===== src/rtl/alu_arbiter.sv =====
// Round-robin arbiter sharing one fixed-latency (2-cycle) ALU between two requesters.
// Grants are combinational, results are routed back by a tag pipeline, and completions are counted.
module alu_arbiter #(
  parameter int WIDTH = 4
) (
  input  logic             clk,
  input  logic             rst,
  input  logic             hold,
  input  logic [1:0]       req_valid,
  output logic [1:0]       req_ready,
  input  logic [1:0]       req0_op,
  input  logic [1:0]       req1_op,
  input  logic [WIDTH-1:0] req0_a,
  input  logic [WIDTH-1:0] req0_b,
  input  logic [WIDTH-1:0] req1_a,
  input  logic [WIDTH-1:0] req1_b,
  output logic [1:0]       alu_op,
  output logic [WIDTH-1:0] alu_a,
  output logic [WIDTH-1:0] alu_b,
  output logic             alu_in_valid,
  input  logic [WIDTH-1:0] alu_out,
  input  logic             alu_out_valid,
  output logic [1:0]       rsp_valid,
  output logic [WIDTH-1:0] rsp_data,
  output logic             busy,
  output logic [7:0]       done_cnt0,
  output logic [7:0]       done_cnt1
);

  logic       prio;
  logic       grant_any;
  logic       grant_idx;
  logic       tag0_valid;
  logic       tag0_idx;
  logic       tag1_valid;
  logic       tag1_idx;
  logic       rsp_any;
  logic       err;
  logic [1:0] outstanding;

  // Grant decision; reset and hold both suppress any grant in the current cycle.
  always_comb begin
    grant_any = 1'b0;
    grant_idx = 1'b0;
    if (!rst && !hold) begin
      unique case (req_valid)
        2'b01: begin
          grant_any = 1'b1;
          grant_idx = 1'b0;
        end
        2'b10: begin
          grant_any = 1'b1;
          grant_idx = 1'b1;
        end
        2'b11: begin
          grant_any = 1'b1;
          grant_idx = prio;
        end
        default: begin
          grant_any = 1'b0;
          grant_idx = 1'b0;
        end
      endcase
    end
  end

  always_comb begin
    req_ready    = 2'b00;
    alu_in_valid = grant_any;
    alu_op       = 2'b00;
    alu_a        = '0;
    alu_b        = '0;
    if (grant_any) begin
      req_ready[grant_idx] = 1'b1;
      if (grant_idx) begin
        alu_op = req1_op;
        alu_a  = req1_a;
        alu_b  = req1_b;
      end else begin
        alu_op = req0_op;
        alu_a  = req0_a;
        alu_b  = req0_b;
      end
    end
  end

  always_ff @(posedge clk or posedge rst) begin
    if (rst) begin
      prio <= 1'b0;
    end else if (grant_any) begin
      prio <= ~grant_idx;
    end
  end

  // Tag pipeline mirrors the ALU latency so tag1 lines up with alu_out.
  always_ff @(posedge clk or posedge rst) begin
    if (rst) begin
      tag0_valid <= 1'b0;
      tag0_idx   <= 1'b0;
      tag1_valid <= 1'b0;
      tag1_idx   <= 1'b0;
    end else begin
      tag0_valid <= grant_any;
      tag0_idx   <= grant_idx;
      tag1_valid <= tag0_valid;
      tag1_idx   <= tag0_idx;
    end
  end

  assign rsp_any = !rst && tag1_valid && alu_out_valid;

  always_comb begin
    rsp_valid = 2'b00;
    if (rsp_any) begin
      rsp_valid[tag1_idx] = 1'b1;
    end
  end

  assign rsp_data = rst ? '0 : alu_out;

  // A result arriving without a tag, or a tag without a result, means the ALU broke its latency contract.
  always_ff @(posedge clk or posedge rst) begin
    if (rst) begin
      err <= 1'b0;
    end else if (tag1_valid != alu_out_valid) begin
      err <= 1'b1;
    end
  end

  assert property (@(posedge clk) disable iff (rst) !err);

  always_ff @(posedge clk or posedge rst) begin
    if (rst) begin
      outstanding <= 2'd0;
    end else if (grant_any && !rsp_any) begin
      outstanding <= outstanding + 2'd1;
    end else if (!grant_any && rsp_any && outstanding != 2'd0) begin
      outstanding <= outstanding - 2'd1;
    end
  end

  assign busy = (outstanding != 2'd0);

  always_ff @(posedge clk or posedge rst) begin
    if (rst) begin
      done_cnt0 <= 8'd0;
      done_cnt1 <= 8'd0;
    end else begin
      if (rsp_valid[0] && done_cnt0 != 8'hFF) begin
        done_cnt0 <= done_cnt0 + 8'd1;
      end
      if (rsp_valid[1] && done_cnt1 != 8'hFF) begin
        done_cnt1 <= done_cnt1 + 8'd1;
      end
    end
  end

endmodule


===== config.mk =====
export PLATFORM = sky130hd
export DESIGN_NAME = alu_arbiter
export DESIGN_NICKNAME = d
export VERILOG_FILES = /design/src/rtl/alu_arbiter.sv
export SDC_FILE = /design/constraint.sdc
export NUM_CORES = 1
export LEC_CHECK = 0
export BUFFER_PORTS_ARGS = -buffer_cell sky130_fd_sc_hd__buf_4
export CORE_MARGIN = 4
export CORE_UTILIZATION = 50
export CTS_BUF_LIST = sky130_fd_sc_hd__clkbuf_8
export CTS_CLUSTER_DIAMETER = 150
export CTS_CLUSTER_SIZE = 28
export DETAILED_ROUTE_END_ITERATION = 8
export GPL_TIMING_DRIVEN = 0
export PLACE_DENSITY_LB_ADDON = 0.3
export SYNTH_ARGS = -nofsm -noshare
export SYNTH_HDL_FRONTEND = slang
export SYNTH_SLANG_ARGS = --single-unit

===== constraint.sdc =====
create_clock -name clk -period 3.2 [get_ports clk]
set_clock_uncertainty 0.2 [all_clocks]
set_input_delay 0.8 -clock clk [delete_from_list [all_inputs] [get_ports clk]]
set_output_delay 0.8 -clock clk [all_outputs]
set_load 0.01 [all_outputs]

==> reports/results.tsv <==
metric	value	unit
final net count	224	
clock root cell	clkbuf_8	
residual DRC count	0	
antenna diode count	0	
critical hold path startpoint	tag0_idx	
Layout Utilization	79.2	%
die area	0.00336	mm²
Crit path top cell by count	buf_4	
CTS tree	built	
io pins	66	
period utilization	96.0	%
gr usage total	21.4	%
Die H	58	µm
dpl cells	215	
CP delay by family, top	buffers and inverters	
final non-filler cell total	219	
share of cells above drive strength 1	41.9	%
TNS Setup	0	ns
Seq cells post-synth	23	
crit path launch	rst	
Max H-tree Level	1	
Die Width	58	µm
GRT overflow	0	
max incr delay on CP	0.24	ns
largest net degree at the start of global routing	24	
worst hold margin	0.155	ns
number of global-route vias before repair	1242	
Final min period	3.07	ns
hpwl dp	2620	µm
Worst Hold Class	register to register	
FMAX	326	MHz
Sink Count	23	
1st-iter DRT viols	17	
via count	1210	
post-DR wirelength/cell	15.1	µm
row count	17	
Routed WL	3320	µm
initial antenna violation count	0	
synthesized instance count	122	
crit path setup slack, layout	0.128	ns
worst skew pair latency	0.26	ns
slew margin rel.	42.9	%
first-pass detailed-route iteration total	4	
post-DR vias/cell	5.53	
Clock Pin Slew Worst Setup and Hold Paths	0.08	ns
critical-path cell list	buf_4 > buf_6 > nor2_1 > nand2_1 > a21oi_1 > buf_2 > a22o_1 > buf_4	
sequential share of the synthesized area	46.0	%
max cap viols	0	
Crit Path Class	input pin to primary output	
most frequent cells in the layout	buf_4 (65), dfrtp_1 (23), nand2_1 (11)	
Design Area, Final	0.00182	mm²
peak supply drop	0.311	mV
CP startpoint kind	input pin	
fin. max-slew vios	0	
hold buffers post-CTS	0	
syn avg cell area	10.2	µm²
CP max stage cell	buf_2	
Crit. End Element	primary output	
crit path DAT	2.07	ns
reg2reg start	done_cnt1[0]	
post_cts resized	0	
Post-DRT Antenna Nets	0	
clock buffer count from CTS	3	
Lkg Pwr	0.949	nW
postcts setup bufs	0	
Ys Warns	0	
first-pass GRT wire length	5620	µm
Place WS	0.118	ns
Worst EP required	2.20	ns
Syn-to-layout area delta	45.6	%
Mapped Nets	154	
IO buf count	65	
final-report hold violation count	0	
Pwr per Cell Area	425	mW/mm²
worst-margin pin slew	0.856	ns
Placer Congestion	0.792	
Synth cell types	35	
CP Buf/Inv Count	4	
RSZ-0062 raised after global routing	false	
core box area	0.00230	mm²
outcome	complete, no violations	
synthesized cell area	0.00125	mm²
Post-DP Area	0.00177	mm²
most common cell after layout, fill and taps aside	buf_4	
Tot Pwr	773	µW
Final setup viols	0	
Initial Util	54.4	%
CP max FO	10	
maximum clock path buffer count	2	
[cell type report]
cell class / instances / area [µm²]
Fill cell: 142 / 477
Tap cell: 28 / 35.0
Sequential cell: 23 / 576
Buffer: 4 / 28.8
Clock buffer: 3 / 41.3
Clock inverter: 1 / 3.75
Timing Repair Buffer: 65 / 488
Inverter: 5 / 18.8
Multi-Input combinational cell: 90 / 629
[power by group]
group / switching [mW] / internal, mW
combinational: 0.0939 / 0.125
sequential: 0.0473 / 0.328
clock: 0.0931 / 0.0857
[flip-flops by register name, summed over array words and instances (netlist names)]
register     flops
done_cnt0        8
done_cnt1        8
outstanding      2
prio             1
tag0_idx         1
tag0_valid       1
tag1_idx         1
tag1_valid       1
[final timing paths]
path	endpoint	slack, ns	cells after the start
worst max-delay path	alu_a[3]	0.13	8
worst min register to register	tag1_idx	0.15	0
worst max register to register	done_cnt1[1]	1.38	4
max in group asynchronous	done_cnt1[0]	1.61	3
min in group asynchronous	done_cnt0[6]	0.66	3
worst min-delay path	tag1_idx	0.15	0
[per-layer routing]
layer	vias up	GRT usage, %	routed length, µm
met3	5	5.35	302
met1	574	25.2	1300
li1	581	-	-
met4	0	6.95	46
met2	50	37.9	1670
met5	-	0	0
[cells in the mapped netlist]
master / n / area, µm²
dfrtp_1: 23 / 576
nand2_1: 11 / 41.3
a22o_1: 10 / 87.6
nor2_1: 8 / 30.0
a21oi_1: 6 / 30.0
nor2b_1: 6 / 37.5
o21ai_0: 6 / 30.0
inv_1: 5 / 18.8
xnor2_1: 5 / 43.8
nand3_1: 4 / 20.0
nand4_1: 4 / 25.0
a31oi_1: 3 / 18.8
buf_2: 3 / 15.0
mux2_2: 3 / 33.8
mux2i_1: 3 / 30.0
ha_1: 2 / 25.0
xor2_1: 2 / 17.5
a21o_1: 1 / 7.51
a22oi_1: 1 / 7.51
a41oi_1: 1 / 8.76
and2_1: 1 / 6.26
and3_1: 1 / 6.26
and3_4: 1 / 11.3
and3b_1: 1 / 8.76
and4_1: 1 / 8.76
and4b_1: 1 / 10.0
and4bb_4: 1 / 16.3
buf_6: 1 / 11.3
mux2_1: 1 / 11.3
mux2_4: 1 / 15.0
nand4_2: 1 / 12.5
nor3b_1: 1 / 7.51
o211ai_1: 1 / 7.51
o31ai_1: 1 / 7.51
or2_2: 1 / 6.26
[cells by family after synthesis]
family,synth area share (%)
adders and majority gates,2.00
xor gates and xnor gates,4.91
AOI/OAI and AO/OA,16.4
and+or+nand+nor,19.8
DFF,46.0
muxes,7.21
buffers and inverters,3.60
(Power assumes the default switching activity.)
